File: config.mk
export PLATFORM = sky130hd
export DESIGN_NAME = axi_burst_len_tracker
export DESIGN_NICKNAME = d
export VERILOG_FILES = /design/src/rtl/axi_checker_pkg.sv /design/src/rtl/axi_burst_len_tracker.sv
export SDC_FILE = /design/constraint.sdc
export NUM_CORES = 1
export LEC_CHECK = 0
export CAP_MARGIN = 20
export CORE_AREA = 2 2 88 90
export CTS_CLUSTER_SIZE = 30
export DETAILED_ROUTE_END_ITERATION = 8
export DIE_AREA = 0 0 90 92
export DONT_BUFFER_PORTS = 1
export PLACE_DENSITY = 0.72
export SLEW_MARGIN = 25
export SYNTH_ARGS = -nofsm -noshare
export SYNTH_HDL_FRONTEND = slang
export SYNTH_SLANG_ARGS = --single-unit
File: constraint.sdc
create_clock -name clk -period 5.2 [get_ports clk]
set_input_delay 1.04 -clock clk [delete_from_list [all_inputs] [get_ports clk]]
set_output_delay 1.04 -clock clk [all_outputs]
set_load 0.02 [all_outputs]
File: src/rtl/axi_checker_pkg.sv
// Shared types for the AXI burst beat checker: error codes, tracker states, length width.
package axi_checker_pkg;

    localparam int LEN_WIDTH = 8;

    typedef enum logic [2:0] {
        ERR_NONE         = 3'd0,
        ERR_DATA_NO_ADDR = 3'd1,
        ERR_EARLY_LAST   = 3'd2,
        ERR_MISSING_LAST = 3'd3,
        ERR_OVERFLOW     = 3'd4
    } err_code_e;

    typedef enum logic [1:0] {
        TRK_IDLE     = 2'd0,
        TRK_ACTIVE   = 2'd1,
        TRK_IN_BURST = 2'd2
    } tracker_state_e;

endpackage

File: src/rtl/axi_burst_len_tracker.sv
// One direction of the burst checker: length FIFO, beat counter, state, first-error capture.
// Optional stall counter under AXI_BURST_CHECKER_STALL_STATS_EN.
module axi_burst_len_tracker
    import axi_checker_pkg::*;
#(
    parameter int DEPTH     = 4,
    parameter int CNT_WIDTH = 32
) (
    input  logic                 clk,
    input  logic                 rst,
    input  logic                 a_valid,
    input  logic                 a_ready,
    input  logic [LEN_WIDTH-1:0] a_len,
    input  logic                 d_valid,
    input  logic                 d_ready,
    input  logic                 d_last,
    output logic                 done,
    output logic [CNT_WIDTH-1:0] burst_count,
    output logic                 err,
    output logic [2:0]           err_code
`ifdef AXI_BURST_CHECKER_STALL_STATS_EN
    ,
    output logic [CNT_WIDTH-1:0] stall_count
`endif
);

    localparam int PW = $clog2(DEPTH);
    localparam logic [PW:0] FULL_OCC = (PW+1)'(DEPTH);

    logic [LEN_WIDTH-1:0] mem [DEPTH];
    logic [PW-1:0]        wr_ptr, rd_ptr;
    logic [PW:0]          occ, occ_nxt;
    logic [LEN_WIDTH-1:0] beat, beat_nxt, hl;
    tracker_state_e       state;
    err_code_e            new_err;
    logic push, beat_hs, empty, full, has_head, at_end, close, pop, store, ovf;

    // The FIFO is empty exactly when the tracker is idle: a nonzero beat count implies a stored head.
    always_comb begin
        push     = a_valid && a_ready;
        beat_hs  = d_valid && d_ready;
        empty    = (state == TRK_IDLE);
        full     = (occ == FULL_OCC);
        hl       = empty ? a_len : mem[rd_ptr];
        has_head = !empty || push;
        at_end   = (beat == hl);
        close    = beat_hs && has_head && (d_last || at_end);
        pop      = close && !empty;
        store    = push && !(close && empty) && (!full || pop);
        ovf      = push && full && !pop;

        new_err = ERR_NONE;
        if (beat_hs && !has_head)
            new_err = ERR_DATA_NO_ADDR;
        else if (beat_hs && d_last && !at_end)
            new_err = ERR_EARLY_LAST;
        else if (beat_hs && !d_last && at_end)
            new_err = ERR_MISSING_LAST;
        else if (ovf)
            new_err = ERR_OVERFLOW;

        beat_nxt = beat;
        if (close)
            beat_nxt = '0;
        else if (beat_hs && has_head)
            beat_nxt = beat + 1'b1;

        occ_nxt = occ + {{PW{1'b0}}, store} - {{PW{1'b0}}, pop};
    end

    always_ff @(posedge clk) begin
        if (store)
            mem[wr_ptr] <= a_len;
    end

    always_ff @(posedge clk or posedge rst) begin
        if (rst) begin
            wr_ptr      <= '0;
            rd_ptr      <= '0;
            occ         <= '0;
            beat        <= '0;
            state       <= TRK_IDLE;
            done        <= 1'b0;
            burst_count <= '0;
            err         <= 1'b0;
            err_code    <= ERR_NONE;
        end else begin
            if (store) wr_ptr <= wr_ptr + 1'b1;
            if (pop)   rd_ptr <= rd_ptr + 1'b1;
            occ  <= occ_nxt;
            beat <= beat_nxt;
            if (beat_nxt != '0)
                state <= TRK_IN_BURST;
            else if (occ_nxt != '0)
                state <= TRK_ACTIVE;
            else
                state <= TRK_IDLE;

            done <= close;
            if (close && burst_count != '1)
                burst_count <= burst_count + 1'b1;

            if (new_err != ERR_NONE && !err) begin
                err      <= 1'b1;
                err_code <= new_err;
            end
        end
    end

`ifdef AXI_BURST_CHECKER_STALL_STATS_EN
    always_ff @(posedge clk or posedge rst) begin
        if (rst)
            stall_count <= '0;
        else if (d_valid && !d_ready && stall_count != '1)
            stall_count <= stall_count + 1'b1;
    end
`endif

endmodule

Word level (Yosys, flattened, before mapping)

Memories as Yosys holds them, arrays and structs flattened.
Cells that the tools add are included.

Bits in registers: 54
RAM bits: 32
Bits of input ports: 15
Output and inout bits: 37
Logic and storage cells: 62
Memories: 1

Add/sub/neg operators: 6
Equal/unequal tests: 3
Multiplexer cells: 11
Reductions and logical operators: 32

Memory list:

| name | words | width | rd ports | clocked after memory_dff | write ports | RTL line                    | text |
|---|---|---|---|---|---|---|---|
| mem  | 4     | 8     | 1        | 0                        | 1           | axi_burst_len_tracker.sv:30 | `logic [LEN_WIDTH-1:0] mem [DEPTH];` |

Operators by type and width:

| cell                                           | count |
|---|---|
| adder 32 x 1 -> 32 bit (second input constant) | 1 |
| != test 32 bit (second input constant)         | 1 |
| two-way mux 8 bit                              | 3 |
| logical AND 1 bit                              | 17 |
| two-way mux 3 bit                              | 4 |
| adder 8 x 1 -> 8 bit (second input constant)   | 1 |
| equality test 8 bit                            | 1 |
| zero test 1 bit                                | 8 |
| nonzero test 8 bit                             | 1 |
| nonzero test 3 bit                             | 2 |
| adder 2 x 1 -> 2 bit (second input constant)   | 2 |
| adder 3 x 1 -> 3 bit                           | 1 |
| equality test 3 bit (second input constant)    | 1 |
| logical OR 1 bit                               | 3 |
| two-way mux 1 bit                              | 3 |
| subtractor 3 x 1 -> 3 bit                      | 1 |
| zero test 2 bit                                | 1 |
| two-way mux 2 bit                              | 1 |

Logic depth before layout (Yosys ltp)

Word-level depth: 14
Depth in mapped cells: 18
Gate-level depth less buffers: 16

Worst setup path before layout

OpenSTA, ideal clock, no wires.

Path type: in2reg
Start: input a_len[5]
End: register state[0]
Library setup time: 0.121 ns
Arrival time: 3.474 ns
Required time: 5.079 ns
Setup slack: 1.605 ns
Stages on the path: 15
Buffers on the path: 0
Cell sequence: mux2i_1 > xnor2_1 > or4_4 > o21ai_1 > nand3_1 > inv_1 > ha_1 > inv_1 > ha_1 > inv_1 > fa_1 > xnor2_1 > xnor2_1 > nor3_1 > nor2_1

Longest elaborated chain between the ends: 13
Elaborated cells on any way between the ends: 17
Those cells by class: add/sub (2); eq/ne (1); mux (4); reduce/logical (10)

RTL lines:

| item                            | RTL line                    | text |
|---|---|---|
| start: declaration              | axi_burst_len_tracker.sv:13 | `input logic [LEN_WIDTH-1:0] a_len,` |
| two-way mux 8 bit *             | axi_burst_len_tracker.sv:44 | `hl = empty ? a_len : mem[rd_ptr];` |
| equality test 8 bit *           | axi_burst_len_tracker.sv:46 | `at_end = (beat == hl);` |
| logical OR 1 bit *              | axi_burst_len_tracker.sv:47 | `close = beat_hs && has_head && (d_last \|\| at_end);` |
| logical AND 1 bit *             | axi_burst_len_tracker.sv:47 |  |
| logical AND 1 bit               | axi_burst_len_tracker.sv:49 | `store = push && !(close && empty) && (!full \|\| pop);` |
| zero test 1 bit                 | axi_burst_len_tracker.sv:49 |  |
| logical AND 1 bit (2 in series) | axi_burst_len_tracker.sv:49 |  |
| adder 3 x 1 -> 3 bit            | axi_burst_len_tracker.sv:68 | `occ_nxt = occ + {{PW{1'b0}}, store} - {{PW{1'b0}}, pop};` |
| subtractor 3 x 1 -> 3 bit *     | axi_burst_len_tracker.sv:68 |  |
| via occ_nxt[2]                  | axi_burst_len_tracker.sv:32 | `logic [PW:0] occ, occ_nxt;` |
| nonzero test 3 bit *            | axi_burst_len_tracker.sv:94 | `else if (occ_nxt != '0)` |
| two-way mux 1 bit *             | axi_burst_len_tracker.sv:94 |  |
| two-way mux 2 bit *             | axi_burst_len_tracker.sv:92 | `if (beat_nxt != '0)` |
| end signal: assignment          | axi_burst_len_tracker.sv:93 | `state <= TRK_IN_BURST;` |
| end signal: assignment          | axi_burst_len_tracker.sv:95 | `state <= TRK_ACTIVE;` |
| end signal: assignment          | axi_burst_len_tracker.sv:97 | `state <= TRK_IDLE;` |
| end: declaration                | axi_burst_len_tracker.sv:34 | `tracker_state_e state;` |

Mark *: on every way through the listed nets, which the timed path passes. The rest lies on a longest branch.
A chain may end at the register's enable or synchronous reset.

Worst setup path after layout

Start: register rd_ptr[0]
End: register state[0]

Longest elaborated chain between the ends: 14
Elaborated cells on any way between the ends: 18
Those cells by class: add/sub (2); eq/ne (1); mux (4); reduce/logical (10); memory (1)

RTL lines:

| item                            | RTL line                    | text |
|---|---|---|
| start: declaration              | axi_burst_len_tracker.sv:31 | `logic [PW-1:0] wr_ptr, rd_ptr;` |
| start signal: assignment        | axi_burst_len_tracker.sv:89 | `if (pop) rd_ptr <= rd_ptr + 1'b1;` |
| memory read (4 x 8 bit) *       | --                          |  |
| two-way mux 8 bit *             | axi_burst_len_tracker.sv:44 |  |
| equality test 8 bit *           | axi_burst_len_tracker.sv:46 |  |
| logical OR 1 bit *              | axi_burst_len_tracker.sv:47 |  |
| logical AND 1 bit *             | axi_burst_len_tracker.sv:47 |  |
| logical AND 1 bit               | axi_burst_len_tracker.sv:49 |  |
| zero test 1 bit                 | axi_burst_len_tracker.sv:49 |  |
| logical AND 1 bit (2 in series) | axi_burst_len_tracker.sv:49 |  |
| adder 3 x 1 -> 3 bit            | axi_burst_len_tracker.sv:68 |  |
| subtractor 3 x 1 -> 3 bit *     | axi_burst_len_tracker.sv:68 |  |
| via occ_nxt[2]                  | axi_burst_len_tracker.sv:32 |  |
| nonzero test 3 bit *            | axi_burst_len_tracker.sv:94 |  |
| two-way mux 1 bit *             | axi_burst_len_tracker.sv:94 |  |
| two-way mux 2 bit *             | axi_burst_len_tracker.sv:92 |  |

Marked as above.

==> out/results.ini <==
[outcome]
status = complete, no violations

[timing]
period_share_pct = 79.72
skew_ns = 0.005977
finalSetupViolCount = 0
whs_ns = 0.5387
relSlewSlack_pct = 35.68
min_period_ns = 4.145
setup-tns-final_ns = 0
clock.fmax_mhz = 241.2
finalHoldViolations = 0
rsz0062_at_grt = no
tightestPinTransition_ns = 0.9648
drv_slew = 0

[yosys]
synth_seq_cells = 86
synth_area_mm2 = 0.004249
synth_simple_gate_area_share_pct = 17.64
synth_top_area_share_pct = 31.80
synth_edf_count = 32
synth_top_family_by_area = simple AND/OR/NAND/NOR gates
async_reset_ff_share_pct = 62.79
synthAdderAreaFrac_pct = 2.827
synth_ff_type = dfrtp_1
synth_cells = 356
synthTopCellsByArea = dfrtp_1 32%, edfxtp_1 23%, xor2_1 6.2%, xnor2_1 4.3%, nor3_1 3.4%
synth_xor_area_share_pct = 10.51
synthMuxAreaShare_pct = 7.244
syn_avg_cell_area_um2 = 11.94
syn_nets = 380
synth_cell_types = 53
synth_compound_area_share_pct = 4.093
yosysSeqAreaShare_pct = 54.42
synth.largest_area_cell = dfrtp_1
yosys_warnings = 0

[setup_path]
cp_slowest_cell = dfrtp_1
end_kind = flip-flop
cpPeakStageDelay_ns = 0.68
ff2ff_path_depth = 16
worst-path-max-fanout = 10
crit_type = flip-flop to flip-flop
crit_top_cell = inv_1
crit_path_start_kind = flip-flop
crit_family = simple AND/OR/NAND/NOR gates
path_cells = mux4_1 -> mux2i_1 -> xor2_1 -> nor4b_2 -> nand3_1 -> nand3_1 -> inv_1 -> ha_1 -> inv_1 -> ha_1 -> inv_1 -> fa_1 -> xnor2_1 -> xnor2_1 -> nor3_1 -> nor2_1
cp.arrival_ns = 4.39
regToRegEndpoint = state[0]
regToRegSetupSlack_ns = 1.05
worstReg2RegStart = rd_ptr[0]
cp_num_buf_inv = 3
cp.required_ns = 5.44

[floorplan]
design.die.area_mm2 = 0.008280
start_util_pct = 57.06
die_h_um = 92
die_w_um = 90
pin_count = 52
coreArea_mm2 = 0.007447
fp-row-count = 32

[cells_and_area]
nets = 378
n_antenna_cell = 0
final.fill_count = 605
drive_above_1_share_pct = 11.70
multi_input_area_mm2 = 0.001808
regArea_mm2 = 0.002312
areaGrowthSynthToFinish_pct = 6.478

[hold_path]
hold_path_class = flip-flop to flip-flop
hp-start = wr_ptr[0]
min_to = wr_ptr[0]
hold_depth = 1

[routing]
postRouteAntennaNets = 0
vias_per_cell = 5.850
dr.pass1.iters = 4
avgRoutedWirePerCell_um = 17.09
drt_wl_total_mm = 7.879
vias = 2697
drt_iter0_markers = 155
drc = 0

[power]
powerDensity_mw_per_mm2 = 438.3
p_comb_share_pct = 27.2
p_sw_share_pct = 34.55
p_leak_uw = 0.001883
internal_power_uw = 1298
seqPwrFrac_pct = 49.2
p_sw_uw = 685.2
clkPwrFrac_pct = 23.6
peakVddDrop_uv = 230.2

[placed_design]
place.gp.congestion = 0.7906
dp_hpwl_mm = 5.421
place.port_buffers = 0

[global_route]
antenna_found_initial = 0
grt-ovfl-total = 0
grt_pass1_wl_mm = 13.39
grt_max_degree = 55
track_usage_pct = 20.80
first_global_vias = 2627

[clock_tree]
cts-root-buf = clkbuf_8
cts_hold_buf = 0
cts_sinks = 86
path_clk_slew_ns = 0.09
cts_buffers = 9
post_cts_buffers = 0
cts.htree.levels = 3
cts_buffer_depth = 2
cts.repair.resized = 0
clock_latency_ns = 0.35
cts_tree = done

[job]
cap_violations = 0

==> Yosys cell counts, types with 2 or more instances <==
library cell  instances
mux2i_1               9
nor4_1                2
ha_1                  8
and3_1                5
nor3_2                2
mux4_1                3
xor2_1               30
or3_1                 3
nor3_1               29
dfrtp_1              54
clkbuf_1              5
nand2_1              27
o21ai_1               2
a21oi_1               5
mux4_2                5
o21ai_0               3
buf_2                 5
edfxtp_1             32
o32ai_1               3
or2_2                 4
nand3_1              15
buf_4                 2
nand4_1              12
nor2_1               17
and4_1                3
buf_1                 2
inv_1                15
xnor2_1              21
and2_1                9
==> worst max-delay path by stage <==
stage | from | end | slack, ns | cells after the start
after global routing | rd_ptr[0] | state[0] | 0.66 | 16
final | rd_ptr[0] | state[0] | 1.05 | 16
after CTS | rd_ptr[0] | state[0] | 1.06 | 16
after global placement | rd_ptr[0] | state[0] | 1.22 | 16
after floorplan | a_len[5] | state[0] | 1.61 | 15
after detailed placement | rd_ptr[0] | state[0] | 1.08 | 16
==> layout make-up <==
class,count,share of cell area (%)
well taps,102,2.821
multi-input cells,239,39.96
repair buffers,3,0.4978
flip-flops and latches,86,51.11
clock buffers,9,2.738
inverters,15,1.244
clock inverters,7,1.632
==> kinds of logic after synthesis <==
kind of cell    Yosys count
fa+ha+maj                 9
mux                      19
xor+xnor                 51
buf+inv                  31
simple gates            137
compound gates           23
flops                    86
==> metrics by stage <==
| stage | instances | area [um2] | utilization (%) | setup WS (ns) | power (uW) |
|---|---|---|---|---|---|
| 2_1_floorplan | 356 | 4249 | - | 1.605 | 1432 |
| 3_3_place_gp | 445 | 4320 | 58.01 | 1.221 | 1514 |
| 3_5_place_dp | 445 | 4320 | 58.01 | 1.080 | 1531 |
| 4_1_cts | 461 | 4518 | 60.67 | 1.065 | 2000 |
| 5_1_grt | 461 | 4524 | 60.75 | 0.6554 | 2103 |
| 6_report | 461 | 4524 | 60.75 | 1.055 | 1983 |
==> power by group through the flow <==
| stage | Clock (uW) | Combinational, uW | Sequential (uW) |
|---|---|---|---|
| 5_1_grt | 507 | 598 | 998 |
| 3_3_place_gp | 0 | 525 | 989 |
| 4_1_cts | 480 | 540 | 980 |
| 3_5_place_dp | 0 | 538 | 993 |
| 6_report | 468 | 539 | 977 |
| 2_1_floorplan | 0 | 510 | 922 |
==> sequential cells by signal, summed over array words and instances (netlist names) <==
signal       count
wr_ptr           2
beat             8
done             1
burst_count     32
state            2
err              1
occ              3
err_code         3
rd_ptr           2
mem             32
==> routing by layer <==
metal | routed length, um | GRT usage, % | up-vias
met5 | 0 | 0 | -
met1 | 3424 | 27.94 | 1337
met2 | 3821 | 31.89 | 77
li1 | - | - | 1273
met3 | 518 | 7.067 | 10
met4 | 115 | 7.179 | 0
==> cells in the final DEF, fill, tap and decap left out, drive strengths merged, types with 3 or more instances in the layout <==
master / instances
buf: 3
edfxtp: 32
a21oi: 5
xor2: 30
and3: 6
and2: 9
nor4: 3
or3: 3
mux4: 8
nand2: 27
o21ai: 6
clkinvlp: 3
ha: 8
inv: 16
or2: 4
xnor2: 21
nor2: 18
and4: 3
nand4: 12
nor3: 31
dfrtp: 54
nand3: 15
o32ai: 3
mux2i: 9
clkbuf: 9
(Power assumes the default switching activity.)
